<file path="src/rtl/vend_controller.sv">
// vend_controller: vending transaction sequencer (coins, selection, dispense, change).
// Ports: clock/reset (async low), coin2/coin1/coin0 pulses, sel_valid/sel_item,
//   cancel, vend_ack in; credit, vend_req, vend_item, change_pulse,
//   coin_reject, short_credit, vend_fault, busy out.
module vend_controller #(
    parameter int PRICE0       = 5,
    parameter int PRICE1       = 7,
    parameter int PRICE2       = 10,
    parameter int PRICE3       = 12,
    parameter int MAX_CREDIT   = 9999,
    parameter int CHANGE_GAP   = 4,
    parameter int VEND_TIMEOUT = 1000
) (
    input  logic        clock,
    input  logic        reset,
    input  logic        coin2,
    input  logic        coin1,
    input  logic        coin0,
    input  logic        sel_valid,
    input  logic [1:0]  sel_item,
    input  logic        cancel,
    input  logic        vend_ack,
    output logic [13:0] credit,
    output logic        vend_req,
    output logic [1:0]  vend_item,
    output logic        change_pulse,
    output logic        coin_reject,
    output logic        short_credit,
    output logic        vend_fault,
    output logic        busy
);

    localparam int TW = $clog2(VEND_TIMEOUT) + 1;
    localparam int GW = $clog2(CHANGE_GAP) + 1;

    typedef enum logic [1:0] {
        IDLE,
        CREDIT,
        DISPENSE,
        CHANGE
    } state_t;

    state_t        state, state_n;
    logic [13:0]   credit_n;
    logic [TW-1:0] timer, timer_n;
    logic [GW-1:0] gap, gap_n;
    logic [1:0]    item_n;
    logic          reject_n, short_n, fault_n;

    logic [2:0]    coin_sum;
    logic          any_coin;
    logic [14:0]   coin_total;
    logic          fits;
    logic [14:0]   acc;
    logic [14:0]   price;
    logic [14:0]   remain;
    logic [14:0]   refund;

    function automatic logic [14:0] price_of(input logic [1:0] idx);
        logic [14:0] p;
        unique case (idx)
            2'd0: p = 15'(PRICE0);
            2'd1: p = 15'(PRICE1);
            2'd2: p = 15'(PRICE2);
            2'd3: p = 15'(PRICE3);
        endcase
        return p;
    endfunction

    // Coin arithmetic is done at 15 bits so the ceiling compare cannot wrap.
    always_comb begin
        coin_sum   = (coin2 ? 3'd1 : 3'd0)
                   + (coin1 ? 3'd2 : 3'd0)
                   + (coin0 ? 3'd3 : 3'd0);
        any_coin   = coin2 | coin1 | coin0;
        coin_total = {1'b0, credit} + {12'd0, coin_sum};
        fits       = coin_total <= 15'(MAX_CREDIT);
        acc        = fits ? coin_total : {1'b0, credit};
        price      = price_of(sel_item);
        remain     = acc - price;
        refund     = {1'b0, credit} + price_of(vend_item);
    end

    always_ff @(posedge clock or negedge reset) begin
        if (!reset) begin
            state        <= IDLE;
            credit       <= '0;
            timer        <= '0;
            gap          <= '0;
            vend_item    <= '0;
            coin_reject  <= 1'b0;
            short_credit <= 1'b0;
            vend_fault   <= 1'b0;
        end else begin
            state        <= state_n;
            credit       <= credit_n;
            timer        <= timer_n;
            gap          <= gap_n;
            vend_item    <= item_n;
            coin_reject  <= reject_n;
            short_credit <= short_n;
            vend_fault   <= fault_n;
        end
    end

    always_comb begin
        state_n  = state;
        credit_n = credit;
        timer_n  = timer;
        gap_n    = gap;
        item_n   = vend_item;
        reject_n = 1'b0;
        short_n  = 1'b0;
        fault_n  = 1'b0;

        unique case (state)
            IDLE, CREDIT: begin
                reject_n = any_coin && !fits;
                credit_n = 14'(acc);
                if (state == CREDIT && cancel) begin
                    // Same-cycle coins are already folded into acc.
                    gap_n   = '0;
                    state_n = CHANGE;
                end else if (state == CREDIT && sel_valid && acc >= price) begin
                    credit_n = 14'(remain);
                    item_n   = sel_item;
                    timer_n  = '0;
                    state_n  = DISPENSE;
                end else begin
                    short_n = sel_valid;
                    if (acc != 15'd0) begin
                        state_n = CREDIT;
                    end
                end
            end
            DISPENSE: begin
                reject_n = any_coin;
                if (vend_ack) begin
                    gap_n   = '0;
                    state_n = (credit != 14'd0) ? CHANGE : IDLE;
                end else if (timer == TW'(VEND_TIMEOUT - 1)) begin
                    // Dispenser never answered: give the price back.
                    fault_n  = 1'b1;
                    credit_n = 14'(refund);
                    gap_n    = '0;
                    state_n  = CHANGE;
                end else begin
                    timer_n = timer + 1'b1;
                end
            end
            CHANGE: begin
                reject_n = any_coin;
                if (gap == '0) begin
                    if (credit != 14'd0) begin
                        credit_n = credit - 14'd1;
                    end
                    if (credit <= 14'd1) begin
                        gap_n   = '0;
                        state_n = IDLE;
                    end else begin
                        gap_n = GW'(1);
                    end
                end else if (gap == GW'(CHANGE_GAP - 1)) begin
                    gap_n = '0;
                end else begin
                    gap_n = gap + 1'b1;
                end
            end
        endcase
    end

    // A change pulse is emitted on every cycle the gap counter sits at zero.
    assign change_pulse = (state == CHANGE) && (gap == '0);
    assign vend_req     = (state == DISPENSE);
    assign busy         = (state == DISPENSE) || (state == CHANGE);

endmodule
</file>
<file path="config.mk">
export PLATFORM = sky130hd
export DESIGN_NAME = vend_controller
export DESIGN_NICKNAME = d
export VERILOG_FILES = /design/src/rtl/vend_controller.sv
export SDC_FILE = /design/constraint.sdc
export NUM_CORES = 1
export LEC_CHECK = 0
export ABC_CLOCK_PERIOD_IN_PS = 7700
export BUFFER_PORTS_ARGS = -buffer_cell sky130_fd_sc_hd__buf_2
export CORE_MARGIN = 2
export CORE_UTILIZATION = 33
export CTS_CLUSTER_DIAMETER = 80
export DETAILED_ROUTE_END_ITERATION = 8
export SLEW_MARGIN = 20
export SYNTH_ARGS = -nofsm -noshare
export SYNTH_HDL_FRONTEND = slang
export SYNTH_SLANG_ARGS = --single-unit
</file>
<file path="constraint.sdc">
create_clock -name clock -period 7.7 [get_ports clock]
set_input_delay 1.925 -clock clock [delete_from_list [all_inputs] [get_ports clock]]
set_output_delay 1.925 -clock clock [all_outputs]
set_load 0.005 [all_outputs]
</file>
Word-level counts from Yosys, hierarchy flattened
Cells that the tools add are included.
W data, S select, Z words.

operators by class
  equal/unequal tests = 22
  $mul = 0
  shifts and indexed selects = 0
  divide/modulo/power cells = 0
  reductions and logical operators = 21
  muxes and demuxes = 41
  order comparisons = 3
  bitwise operators = 3
  $add $sub $neg = 8

operators with widths
  operator                 number
  $mux W14                 6
  $pmux W15 S4             1
  $pmux W14 S4             1
  $mux W11                 4
  $pmux W14 S3             1
  $pmux W11 S2             1
  $mux W2                  10
  $ne A2 B2 Y1 const B     8
  $add A14 B3 Y15          1
  $ge A15 B15 Y1           1
  $le A15 B14 Y1 const B   1
  $mux W15                 1
  $mux W3                  5
  $reduce_bool A15 Y1      1
  $add A14 B14 Y14         1
  $le A14 B1 Y1 const B    1
  $reduce_bool A14 Y1      1
  $sub A14 B1 Y14 const B  1
  $sub A14 B14 Y14         1
  $eq A2 B2 Y1 const B     6
  $add A11 B1 Y11 const B  1
  $eq A11 B10 Y1 const B   1
  $pmux W3 S3              1
  $mux W1                  8
  other kinds (23)         34

storage, ports and cells
  memories = 0
  bits in latches = 0
  logic and storage cells = 106
  input port bits = 10
  bits in read-only memories = 0
  output and inout bits = 22
  register bits = 35
  memory bits (writable) = 0

Depth between registers and ports, before layout
  word-level depth = 11
  depth in mapped cells = 27

Least setup slack after synthesis
No wires, ideal clock.

  kind = input -> register
  from = input port coin1
  to = register credit[0]
  arrival = 7.058 ns
  required time = 7.580 ns
  library setup time = 0.120 ns
  stages = 24
  buffers on the path = 3
  path slack = 0.522 ns
  path through = inv_1 -> fa_1 -> inv_1 -> ha_1 -> inv_1 -> fa_1 -> clkbuf_8 -> or3_1 -> xor2_2 -> o311ai_4 -> a21bo_2 -> buf_6 -> nor2_1 -> o21ai_0 -> ha_1 -> a21oi_1 -> o21ai_0 -> and2_1 -> or3_1 -> a21oi_4 -> nand4_2 -> buf_2 -> a32o_1 -> a31o_1

on the way
  longest elaborated chain between the ends = 11
  elaborated cells on any way between the ends = 12

RTL lines
  what                  line  RTL
  from (decl)           17    input logic coin1,
  $mux W2 *             73    + (coin1 ? 3'd2 : 3'd0)
  $add A1 B2 Y3 *       73
  $add A3 B2 Y3 *       74    + (coin0 ? 3'd3 : 3'd0);
  $add A14 B3 Y15 *     76    coin_total = {1'b0, credit} + {12'd0, coin_sum};
  $le A15 B14 Y1        77    fits = coin_total <= 15'(MAX_CREDIT);
  $mux W15 *            78    acc = fits ? coin_total : {1'b0, credit};
  $ge A15 B15 Y1        124   end else if (state == CREDIT && sel_valid && acc >= price) begin
  $logic_and A1 B1 Y1   124
  $mux W14              124
  $mux W14 *            120   if (state == CREDIT && cancel) begin
  $pmux W14 S3 *        116   unique case (state)
  to (signal assigned)  96    credit <= credit_n;
  to (decl)             23    output logic [13:0] credit,

Every way passes the cells marked *; elsewhere a longest branch is shown, timed or not.
A chain may end at the register's enable or synchronous reset.

Worst setup path in the final report
  from = input port coin0
  to = register credit[0]

on the way
  longest elaborated chain between the ends = 10
  elaborated cells on any way between the ends = 11

RTL lines
  what                 line  RTL
  from (decl)          18    input logic coin0,
  $mux W2 *            74
  $add A3 B2 Y3 *      74
  $add A14 B3 Y15 *    76
  $le A15 B14 Y1       77
  $mux W15 *           78
  $ge A15 B15 Y1       124
  $logic_and A1 B1 Y1  124
  $mux W14             124
  $mux W14 *           120
  $pmux W14 S3 *       116

Marks and branches as above.

==> reports/results.ini <==
[cells_and_area]
multiInputGateArea_sq_um=2720
register_area_sq_um=876
synthToLayoutAreaGrowth_pct=11.3
nNetsFinal=543
n_fill_cell=1196
antennaDiodeCount=0
final_area_sq_um=4320
layout-drive-gt1-share_pct=16.5
fin_util_pct=37.7

[setup_path]
critPathArrivalTime_ns=7.40
cp-start-kind=input port
cp-end-kind=flip-flop
cp_data_required_time_ns=7.87
crit_type=in2reg
critical_path.max_fanout=14

[job]
cap_violations=0

[global_route]
grt_max_degree=36
antenna_found_initial=0
grt_pass1_wl_mm=19.0
grtUsageTotal_pct=18.5
grt_pass1_vias=3722
gr-total-overflow=0

[clock_network]
cts_setup_buffers=0
cts_hold_buf=0
clk_pin_slew_worst_paths_ns=0.06
cts_buffers=5
h-tree-depth=2
cts_tree=done
cts-root-buf=clkbuf_16
cts.repair.resized=0
clock_latency_ns=0.28
cts_buffer_depth=2
cts.sinks=35

[pwr]
power.static_leakage_uw=0.00183
total_power_uw=1760
pwr_density_cell_nw_per_um2=409
ir_worst_vdd_uv=143

[timing]
fin_ws_ns=0.466
fin_crit_sh_pct=93.9
hold_viol_final=0
setup_violations=0
skew_ns=0.00602
layout_min_cycle_time_ns=7.23
rsz0062_at_grt=false
max_freq_mhz=138
maxSlewHeadroom_pct=38.5
tightest_slew_ns=0.918
slew_violations=0
fin_tns_setup_ns=0

[detailed_routing]
wire_per_inst_microns=17.7
vias=3785
antenna_left=0
firstDrtPassIters=5
routed_wl_mm=11.5
via_per_inst=5.81
drc=0
drt_iter0_drc=307

[synth]
syn_nets=518
synth_commonest_cells=51 x nor2_1, 46 x nand2_1, 35 x dfrtp_1
yosysUniqueCellTypes=88
seq_area_frac_synth_pct=22.6
yosys.area.top_type_share_pct=22.6
yosysTopAreaCell=dfrtp_1
avgSynthCellArea_sq_um=8.05
ys_ff_latch=35
synth.most_common_cell=nor2_1
synth_area_leaders=dfrtp_1 23%, ha_1 6.8%, nor2_1 4.9%
synthArstFlopShare_pct=100
syn_area_sq_um=3880
yosysWarnings=0
synth_edf_count=0
synth_ff_type=dfrtp_1
synth_cells=482

[outcome]
status=complete, no violations

[floorplanning]
die_x_microns=112
die-area_sq_um=12600
die_h_microns=112
core_sq_um=11500
rows=39
ios=32
start_util_pct=33.8

[min_path]
hp-class=reg2reg

[placement]
place_area_sq_um=4130
place_hpwl_mm=8.67
dpl_worst_slack_ns=0.205
port_buffers=31
globalplace.congestion=0.942

[cell usage in the layout, fill, tap and decap left out, drive strengths merged, types with 7 or more instances in the layout]
master and count:
inv 27, a31oi 10, ha 21, nor3 25
a21oi 20, buf 43, dfrtp 35, nand2 46
o21ai 24, xor2 18, nor4 9, nor2 53
nand3 25, nand4 10, xnor2 17, or3 7
[layer usage]
metal	wire [microns]	GRT usage, %	vias to the layer above
met3	762	3.08	19
met5	0	0	-
met1	5200	25.8	1809
met4	192	4.63	0
li1	-	-	1803
met2	5360	29.9	154
[state kept, by name (all words and copies together), names as in the netlist]
name / flops
credit: 14
timer: 11
gap: 3
state: 2
vend_item: 2
coin_reject: 1
short_credit: 1
vend_fault: 1
[critical path, cell delays in order]
cell,delay (ns)
buf_2,0.11
inv_1,0.06
fa_1,0.44
inv_1,0.07
ha_1,0.20
inv_1,0.07
fa_1,0.43
or3_1,0.46
xor2_2,0.24
o311ai_4,0.16
a21bo_2,0.26
nor2_1,0.37
mux2i_1,0.33
ha_1,0.33
inv_1,0.07
o21ai_0,0.10
and2_1,0.20
or3_1,0.43
a21oi_4,0.18
nand4_2,0.41
a32o_1,0.38
a31o_1,0.17
[layout make-up]
class	count	share of cell area (%)
clock inverters	2	1.39
repair buffers	43	5.68
clock buffers	6	2.98
well taps	143	4.14
flip-flops and latches	35	20.3
inverters	28	2.43
multi-input cells	394	63.1
[cells by family after synthesis]
| kind of cell | share of synthesized area [%] |
|---|---|
| xor+xnor | 8.10 |
| simple gates | 28.9 |
| fa+ha+maj | 9.35 |
| buf+inv | 7.19 |
| compound gates | 22.6 |
| flops | 22.6 |
| mux | 1.29 |
[worst paths after layout]
| check | from | to | slack, ns | cells past startpoint |
|---|---|---|---|---|
| setup / recovery | coin0 | credit[0]$_DFFE_PN0P_ | 0.47 | 22 |
| hold / removal | timer[0]$_DFFE_PN0P_ | timer[0]$_DFFE_PN0P_ | 0.51 | 1 |
| setup reg to reg | credit[1]$_DFFE_PN0P_ | credit[0]$_DFFE_PN0P_ | 1.49 | 21 |
| max in group asynchronous | reset | credit[11]$_DFFE_PN0P_ | 5.43 | 1 |
| min in group asynchronous | reset | timer[9]$_DFFE_PN0P_ | 1.75 | 1 |
| hold reg to reg | timer[0]$_DFFE_PN0P_ | timer[0]$_DFFE_PN0P_ | 0.51 | 1 |
[metrics by stage]
step / instances / hold slack (ns)
floorplan: 482 / 0.471
global placement: 643 / 0.488
detailed placement: 643 / 0.504
CTS: 651 / 0.512
global route: 651 / 0.541
finish: 651 / 0.511
[power breakdown]
part           total (uW)  leakage (uW)  switching, uW  internal, uW
Clock                 267     0.0000911           81.1           186
Combinational        1090       0.00129            643           446
Sequential            409      0.000446            166           243
Note: power is estimated with default switching activity, not from simulation.
